==> src/rtl/rng_pkg.sv <==
// Shared constants for the xorshift128 generator family: default core seeds,
// shift amounts and FSM state encoding.
package rng_pkg;

  localparam logic [31:0] SEED_X = 32'd123456789;
  localparam logic [31:0] SEED_Y = 32'd362436069;
  localparam logic [31:0] SEED_Z = 32'd521288629;
  localparam logic [31:0] SEED_W = 32'd88675123;

  localparam int SHIFT_A = 11;
  localparam int SHIFT_B = 19;
  localparam int SHIFT_C = 8;

  localparam logic [1:0] ST_IDLE = 2'd0;
  localparam logic [1:0] ST_GEN  = 2'd1;
  localparam logic [1:0] ST_DONE = 2'd2;

  typedef enum logic [1:0] {
    IDLE = ST_IDLE,
    GEN  = ST_GEN,
    DONE = ST_DONE
  } state_t;

endpackage

==> src/rtl/xorshift128_wide_if.sv <==
// Request/result bundle of the wide xorshift generator; all strobes active-low.
interface xorshift128_wide_if #(
  parameter int NWORDS = 4
) ();

  localparam int WIDTH = 32 * NWORDS;

  logic             start_n;
  logic             prime_n;
  logic             seed_we_n;
  logic [31:0]      seed;
  logic [WIDTH-1:0] random;
  logic             ready_n;

  modport master (
    output start_n,
    output prime_n,
    output seed_we_n,
    output seed,
    input  random,
    input  ready_n
  );

  modport slave (
    input  start_n,
    input  prime_n,
    input  seed_we_n,
    input  seed,
    output random,
    output ready_n
  );

endinterface

==> src/rtl/xorshift128_core.sv <==
// Marsaglia xorshift128 core: 4x32 state, one step per enabled cycle.
// step_word is the value w will take after the step.
module xorshift128_core (
  input  logic        clk,
  input  logic        rst_n,
  input  logic        step,
  input  logic        load,
  input  logic [31:0] seed,
  output logic [31:0] step_word
);
  import rng_pkg::*;

  logic [31:0] x;
  logic [31:0] y;
  logic [31:0] z;
  logic [31:0] w;
  logic [31:0] t;

  always_comb begin
    t         = x ^ (x << SHIFT_A);
    step_word = w ^ (w >> SHIFT_B) ^ t ^ (t >> SHIFT_C);
  end

  // Reseeding restores x/y/z to nonzero constants so a zero seed cannot lock the core.
  always_ff @(posedge clk or negedge rst_n) begin
    if (!rst_n) begin
      x <= SEED_X;
      y <= SEED_Y;
      z <= SEED_Z;
      w <= SEED_W;
    end else if (load) begin
      x <= SEED_X;
      y <= SEED_Y;
      z <= SEED_Z;
      w <= seed;
    end else if (step) begin
      x <= y;
      y <= z;
      z <= w;
      w <= step_word;
    end
  end

endmodule

==> src/rtl/xorshift128_wide.sv <==
// Wide xorshift128 generator: chains NWORDS core steps into one WIDTH-bit word,
// optionally forcing the top two bits and the LSB for RSA prime candidates.
module xorshift128_wide #(
  parameter int NWORDS = 4
) (
  input  logic               clk,
  input  logic               rst_n,
  xorshift128_wide_if.slave  bus
);
  import rng_pkg::*;

  localparam int WIDTH = 32 * NWORDS;
  localparam int CW = $clog2(NWORDS + 1);
  localparam logic [CW-1:0] LAST_CNT = CW'(NWORDS - 1);

  state_t           state;
  state_t           state_next;
  logic [CW-1:0]    cnt;
  logic             prime_q;
  logic             ready_q;
  logic [WIDTH-1:0] random_q;
  logic [WIDTH-1:0] random_next;
  logic [31:0]      step_word;
  logic             idle_like;
  logic             accept;
  logic             load;
  logic             step;
  logic             last;

  xorshift128_core u_core (
    .clk       (clk),
    .rst_n     (rst_n),
    .step      (step),
    .load      (load),
    .seed      (bus.seed),
    .step_word (step_word)
  );

  // A seed strobe outranks a simultaneous start; both are ignored mid-generation.
  always_comb begin
    idle_like  = (state != GEN);
    load       = idle_like && !bus.seed_we_n;
    accept     = idle_like && !bus.start_n && bus.seed_we_n;
    step       = (state == GEN);
    last       = step && (cnt == LAST_CNT);

    state_next = state;
    case (state)
      IDLE, DONE: if (accept) state_next = GEN;
      GEN:        if (last) state_next = DONE;
      default:    state_next = IDLE;
    endcase

    random_next = random_q;
    for (int i = 0; i < NWORDS; i++) begin
      if (step && (cnt == CW'(i))) random_next[32*i +: 32] = step_word;
    end
    if (last && prime_q) begin
      random_next[WIDTH-1] = 1'b1;
      random_next[WIDTH-2] = 1'b1;
      random_next[0]       = 1'b1;
    end
  end

  always_ff @(posedge clk or negedge rst_n) begin
    if (!rst_n) begin
      state    <= IDLE;
      cnt      <= '0;
      prime_q  <= 1'b0;
      ready_q  <= 1'b1;
      random_q <= '0;
    end else begin
      state    <= state_next;
      random_q <= random_next;
      if (accept) begin
        cnt     <= '0;
        prime_q <= ~bus.prime_n;
        ready_q <= 1'b1;
      end else if (step) begin
        cnt <= cnt + CW'(1);
        if (last) ready_q <= 1'b0;
      end
    end
  end

  assign bus.random  = random_q;
  assign bus.ready_n = ready_q;

endmodule

==> src/flat_wrapper.sv <==
// flat-port wrapper written by rule: the top's interface ports become plain ports
module xorshift128_wide_flat import rng_pkg::*;
#(
  parameter int NWORDS = 4
)
  (clk, rst_n, bus_start_n, bus_prime_n, bus_seed_we_n, bus_seed, bus_random, bus_ready_n);
  xorshift128_wide_if #(.NWORDS(NWORDS)) bus_i ();
  input  logic clk;
  input  logic rst_n;
  input wire logic [$bits(bus_i.start_n)-1:0] bus_start_n;
  input wire logic [$bits(bus_i.prime_n)-1:0] bus_prime_n;
  input wire logic [$bits(bus_i.seed_we_n)-1:0] bus_seed_we_n;
  input wire logic [$bits(bus_i.seed)-1:0] bus_seed;
  output wire logic [$bits(bus_i.random)-1:0] bus_random;
  output wire logic [$bits(bus_i.ready_n)-1:0] bus_ready_n;
  assign bus_i.start_n = bus_start_n;
  assign bus_i.prime_n = bus_prime_n;
  assign bus_i.seed_we_n = bus_seed_we_n;
  assign bus_i.seed = bus_seed;
  assign bus_random = bus_i.random;
  assign bus_ready_n = bus_i.ready_n;
  xorshift128_wide #(.NWORDS(NWORDS)) u_core (.clk(clk), .rst_n(rst_n), .bus(bus_i));
endmodule
==> config.mk <==
export PLATFORM = sky130hd
export DESIGN_NAME = xorshift128_wide_flat
export DESIGN_NICKNAME = d
export VERILOG_FILES = /design/src/rtl/rng_pkg.sv /design/src/rtl/xorshift128_wide_if.sv /design/src/rtl/xorshift128_core.sv /design/src/rtl/xorshift128_wide.sv /design/src/flat_wrapper.sv
export SDC_FILE = /design/constraint.sdc
export NUM_CORES = 1
export LEC_CHECK = 0
export ABC_AREA = 1
export CORE_UTILIZATION = 45
export DETAILED_ROUTE_END_ITERATION = 10
export PLACE_DENSITY = 0.68
export SKIP_LAST_GASP = 1
export SYNTH_ARGS = -nofsm -noshare
export SYNTH_HDL_FRONTEND = slang
export SYNTH_SLANG_ARGS = --single-unit
==> constraint.sdc <==
create_clock -name clk -period 1.5 [get_ports clk]
set_input_delay 0.45 -clock clk [delete_from_list [all_inputs] [get_ports clk]]
set_output_delay 0.45 -clock clk [all_outputs]
set_load 0.01 [all_outputs]
Word level (Yosys, flattened, before mapping)
Index checks and enable logic that the tools add are counted.
{"block": "word_totals", "regBits": 263}
{"block": "op_classes", "bitwise": 5, "add_sub_neg": 1, "mux": 20, "n_eq_ne": 8, "n_reduce_logical": 20}
{"cell": "$mux 32", "count": 9}
{"cell": "$xor 32x32->32", "count": 2}
{"cell": "$xor 32x13->32", "count": 1}
{"cell": "$xor 32x24->32", "count": 1}
{"cell": "$reduce_bool 2->1", "count": 5}
{"cell": "$logic_and 1x1->1", "count": 8}
{"cell": "$eq 3x2->1 const B", "count": 2}
{"cell": "$mux 2", "count": 3}
{"cell": "$mux 3", "count": 2}
{"cell": "$ne 2x1->1 const B", "count": 3}
{"cell": "$mux 1", "count": 5}
{"cell": "$pmux 2 s2", "count": 1}
{"cell": "$reduce_and 2->1", "count": 2}
{"cell": "$add 3x1->3 const B", "count": 1}
{"cell": "$eq 3x1->1 const B", "count": 1}
{"cell": "$logic_not 3->1", "count": 1}
{"cell": "$eq 2x1->1 const B", "count": 1}
{"cell": "$eq 2x2->1 const B", "count": 1}
{"cell": "$logic_not 1->1", "count": 2}
{"cell": "$logic_not 2->1", "count": 1}
{"cell": "$reduce_or 2->1", "count": 1}
{"cell": "$not 1->1", "count": 1}

Depth between registers and ports, before layout
{"block": "logic_depth", "word_depth": 5, "ltp_mapped": 10, "ltp_nobuf": 9}

Hierarchy
Synthesis repeated with hierarchy kept, for this count alone.
{"block": "unflattened", "hier_cells": 1238, "hier_area_um2": 12009.0}
{"module": "xorshift128_core", "cells_per_inst": 742, "area_each_um2": 6588.8, "seq_area_each_um2": 3279.4, "instances": 1}
{"module": "xorshift128_wide", "cells_per_inst": 496, "area_each_um2": 5420.2, "seq_area_each_um2": 3379.5, "instances": 1}

Worst setup path before layout
OpenSTA, ideal clock, no wires.
{"block": "synth_timing", "kind": "flip-flop to flip-flop", "start": "register u_core.cnt[0]", "end": "register u_core.random_q[0] (netlist: u_core.bus.random[0])", "stages_incl_launch_ff": 11, "arrival_time_ns": 1.219, "n_path_buf": 1, "setup_ns": 0.117, "required_time_ns": 1.383, "slack_ns": 0.164, "path_cell_list": "dfrtp_1 -> inv_1 -> ha_1 -> nand2_1 -> nor2_4 -> inv_2 -> buf_2 -> nand2_1 -> nand2_1 -> inv_1 -> nand2_1"}
{"block": "synth_via", "elab_chain_cells": 4, "word_cells_on_any_way": 7}
{"item": "start, declared", "line": "xorshift128_wide.sv:18", "rtl": "logic [CW-1:0] cnt;"}
{"item": "start signal, assigned", "line": "xorshift128_wide.sv:80", "rtl": "cnt <= cnt + CW'(1);"}
{"item": "$eq 3x2->1", "line": "xorshift128_wide.sv:45", "rtl": "last = step && (cnt == LAST_CNT);"}
{"item": "$logic_and 1x1->1", "line": "xorshift128_wide.sv:45"}
{"item": "$logic_and 1x1->1", "line": "xorshift128_wide.sv:58", "rtl": "if (last && prime_q) begin"}
{"item": "$mux 1 or $reduce_bool 2->1 (tied branches)"}
{"item": "end signal, assigned", "line": "xorshift128_wide.sv:74", "rtl": "random_q <= random_next;"}
{"item": "end, declared", "line": "xorshift128_wide.sv:21", "rtl": "logic [WIDTH-1:0] random_q;"}
Several ways; a longest one is shown, not always the timed one.
A chain may end at the register's enable or synchronous reset.

Worst setup path in the final report
{"block": "layout_timing", "start": "register u_core.ready_q (netlist: u_core.bus.ready_n)", "end": "output port bus_ready_n"}
{"item": "start, declared", "line": "xorshift128_wide.sv:20", "rtl": "logic ready_q;"}
{"item": "start signal, assigned", "line": "xorshift128_wide.sv:70", "rtl": "ready_q <= 1'b1;"}
{"item": "start signal, assigned", "line": "xorshift128_wide.sv:78", "rtl": "ready_q <= 1'b1;"}
{"item": "start signal, assigned", "line": "xorshift128_wide.sv:81", "rtl": "if (last) ready_q <= 1'b0;"}
{"item": "end, declared", "line": "flat_wrapper.sv:15", "rtl": "output wire logic [$bits(bus_i.ready_n)-1:0] bus_ready_n;"}
No word-level cell between the ends.

==> flow_metrics.py <==
metrics = {
    "job": {
        "drv_cap": 0,
    },
    "placement": {
        "place_ws_ns": -0.271,
        "dpl_cell_area_mm2": 0.0142,
        "io_buffers": 165,
        "place.gp.congestion": 0.822,
        "dp_hpwl_mm": 22.3,
    },
    "yosys": {
        "syn_avg_cell_area_um2": 8.45,
        "synth_cell_types": 26,
        "ys_ff_latch": 263,
        "synth_top_area_cell": "dfrtp_1",
        "yosysWarnings": 0,
        "syn_inst": 1379,
        "synth_top_area_share_pct": 43.2,
        "synth_fp_nets": 1421,
        "syn-cell-area_mm2": 0.0117,
        "synth-seq-area-share_pct": 57.1,
        "synth.area.top_cells": "dfrtp_1 43%, nand2_1 18%, dfstp_2 14%",
    },
    "clocking": {
        "clk_pin_slew_ns": 0.06,
        "htreeDepth": 1,
        "cts_made_buffers": 27,
        "clock_sinks": 263,
        "ctsLongestPathBuffers": 3,
        "ctsRootBufferMaster": "clkbuf_16",
        "cts_tree": "built",
        "clk-insertion-delay-late_ns": 0.53,
    },
    "floorplanning": {
        "core_area_mm2": 0.0253,
        "rows": 58,
        "boundaryPins": 166,
        "start_util_pct": 46.1,
        "dieHeight_um": 163,
        "dieArea_mm2": 0.0265,
        "die_x_um": 163,
    },
    "sta": {
        "hold_viol": 0,
        "rsz0062_at_grt": "true",
        "slew_viol_final": 0,
        "fin_ws_ns": -0.139,
        "setup_viol": 80,
        "skew_ns": 0.0103,
        "fin_crit_sh_pct": 109,
        "worstMarginPinSlew_ns": 0.445,
        "slew_headroom_pct": 70.2,
        "fin_crit_ns": 1.64,
        "clock.fmax_mhz": 610,
        "fin_hold_ws_ns": 0.410,
    },
    "critical_path": {
        "worstSetupPathType": "register to primary output",
        "r2r_slack_ns": 0.04,
        "startpoint": "u_core.bus.ready_n",
        "slowest_stage": "dfstp_2",
        "r2r_cells": 6,
        "critPathLaunchType": "register",
        "crit_family": "flip-flops",
        "crit_end": "bus_ready_n",
        "worstPathArrival_ns": 1.19,
        "critPathMaxFanout": 2,
        "path_cells": "buf_6",
        "cp_num_buf_inv": 1,
        "r2r-start": "u_core.u_core.x[14]",
        "cpPeakStageDelay_ns": 0.56,
        "timing.rr.end": "u_core.bus.random[121]",
        "worst_setup_path_end_kind": "primary output",
        "cp.depth": 1,
        "crit_required_ns": 1.05,
    },
    "outcome": {
        "status": "finished, violations left",
        "violations": "setup timing",
    },
    "power_and_ir_drop": {
        "p_int_w": 0.0244,
        "swShare_pct": 41.9,
        "seqPwrFrac_pct": 31.7,
        "p_leak_nw": 8.33,
        "p_per_area_mw_per_mm2": 2670,
        "switchingPower_w": 0.0176,
        "pwr-share-clk_pct": 17.1,
        "p_comb_share_pct": 51.2,
        "finalPower_w": 0.0421,
        "vdd_drop_max_mv": 1.19,
    },
    "grt": {
        "antenna_found_initial": 0,
        "grt_max_degree": 76,
        "grt_pass1_wl_mm": 51.8,
        "grt_pass1_vias": 9819,
        "grt_use_total_pct": 24.8,
        "grt_remaining_overflow": 0,
    },
    "layout": {
        "fin_util_pct": 62.4,
        "nets": 1739,
        "area_growth_pct": 35.2,
        "drive_gt1_share_pct": 27.2,
        "n_antenna_cell": 0,
        "finalInstanceArea_mm2": 0.0158,
    },
    "detailed_routing": {
        "ant_nets": 0,
        "detail_route.wl_per_cell_um": 16.4,
        "drc": 0,
        "dr.pass1.iters": 5,
        "drt-total-wl_mm": 33.6,
        "first_iter_violations": 922,
        "via_count": 10400,
        "vias_per_cell": 5.10,
    },
    "worst_hold_path": {
        "hp-class": "primary input to async pin",
    },
}
## how the worst min path moves through the flow
stage	cells after the start	to	slack, ns
finish	2	u_core.cnt[2]	0.41
CTS	2	u_core.cnt[2]	0.40
detailed placement	1	u_core.cnt[2]	0.37
floorplan	0	u_core.bus.random[0]	0.15
global placement	1	u_core.cnt[2]	0.37
global route	2	u_core.cnt[0]	0.42
## metrics by stage
stage / instances / setup TNS (ns)
after floorplan: 1379 / 0
after global placement: 1875 / -20.40
after detailed placement: 1875 / -22.97
after CTS: 1991 / -2.89
after global routing: 2048 / -5.38
final: 2048 / -1.49
## logic make-up after synthesis
| kind of cell | count (synthesis) | share of synthesized area (%) |
|---|---|---|
| AO/OA/AOI/OAI | 171 | 8.47 |
| adder cells (fa/ha/maj) | 5 | 0.537 |
| AND/OR/NAND/NOR | 679 | 23.2 |
| flip-flops | 263 | 57.1 |
| XOR/XNOR | 34 | 2.56 |
| buffers and inverters | 227 | 8.10 |
## cells in the final DEF (no fill, tap or decap), types with 3 or more instances in the layout
cell type,instances
a22o_1,3
buf_12,25
buf_2,112
buf_4,157
buf_6,18
bufinv_16,4
clkbuf_1,5
clkbuf_16,28
clkbuf_8,9
clkdlybuf4s50_1,35
clkinv_2,4
dfrtp_1,201
dfstp_2,62
ha_1,5
inv_1,154
inv_2,7
nand2_1,555
nand2_2,14
nand2_4,6
nand3_1,91
nand3_2,6
nor2_4,3
o21ai_0,42
o21ai_1,42
o21bai_1,8
o22ai_1,74
xnor2_1,14
xor2_1,15
xor2_2,3
## synthesized netlist by cell type
cell         n
a22o_1       3
a2bb2oi_1    2
buf_2       40
buf_4        7
buf_6        1
clkbuf_1     9
clkbuf_2     6
clkinv_1     1
dfrtp_1    201
dfstp_2     62
ha_1         5
inv_1      157
inv_2        6
nand2_1    574
nand2_2      1
nand3_1     98
nand3b_1     1
nor2_1       1
nor2_4       3
o21ai_0     43
o21ai_1     41
o21bai_1     8
o22ai_1     74
or2_2        1
xnor2_1     16
xor2_1      18
## registers in the layout (all words and copies together), names as in the netlist
| register | flops |
|---|---|
| u_core.state | 2 |
| u_core.u_core.y | 32 |
| u_core.bus.random | 128 |
| u_core.cnt | 3 |
| u_core.u_core.z | 32 |
| u_core.u_core.x | 32 |
| u_core.u_core.w | 32 |
| u_core.bus.ready_n | 1 |
| u_core.prime_q | 1 |
## power by group through the flow
stage               combinational [W]  sequential (W)  clock [W]
floorplan                      0.0101          0.0134          0
global placement               0.0191          0.0133          0
detailed placement             0.0196          0.0134          0
CTS                            0.0196          0.0132    0.00730
global route                   0.0236          0.0136    0.00764
finish                         0.0215          0.0133    0.00720
## layer usage
layer,part of all wire [%],global-route usage (%)
met5,0,0
met4,2.2,6.92
met3,6.6,4.07
met2,46,39.3
met1,45,35.2
## repair_timing
action	in CTS	in global routing
endpoints found under the setup margin	147	241
pin swaps	0	5
resized for setup	526	58
setup buffers	65	56
hold buffers	1	0
cloned	0	1
hold endpoints to repair	15	0
## final cells by class
| cell class | count | area (um^2) |
|---|---|---|
| Sequential cell | 263 | 6660 |
| Multi-Input combinational cell | 889 | 4210 |
| Clock inverter | 9 | 149 |
| Clock buffer | 41 | 818 |
| Inverter | 164 | 623 |
| Fill cell | 2120 | 9500 |
| Timing Repair Buffer | 352 | 2890 |
| Tap cell | 330 | 413 |
(Power assumes the default switching activity.)
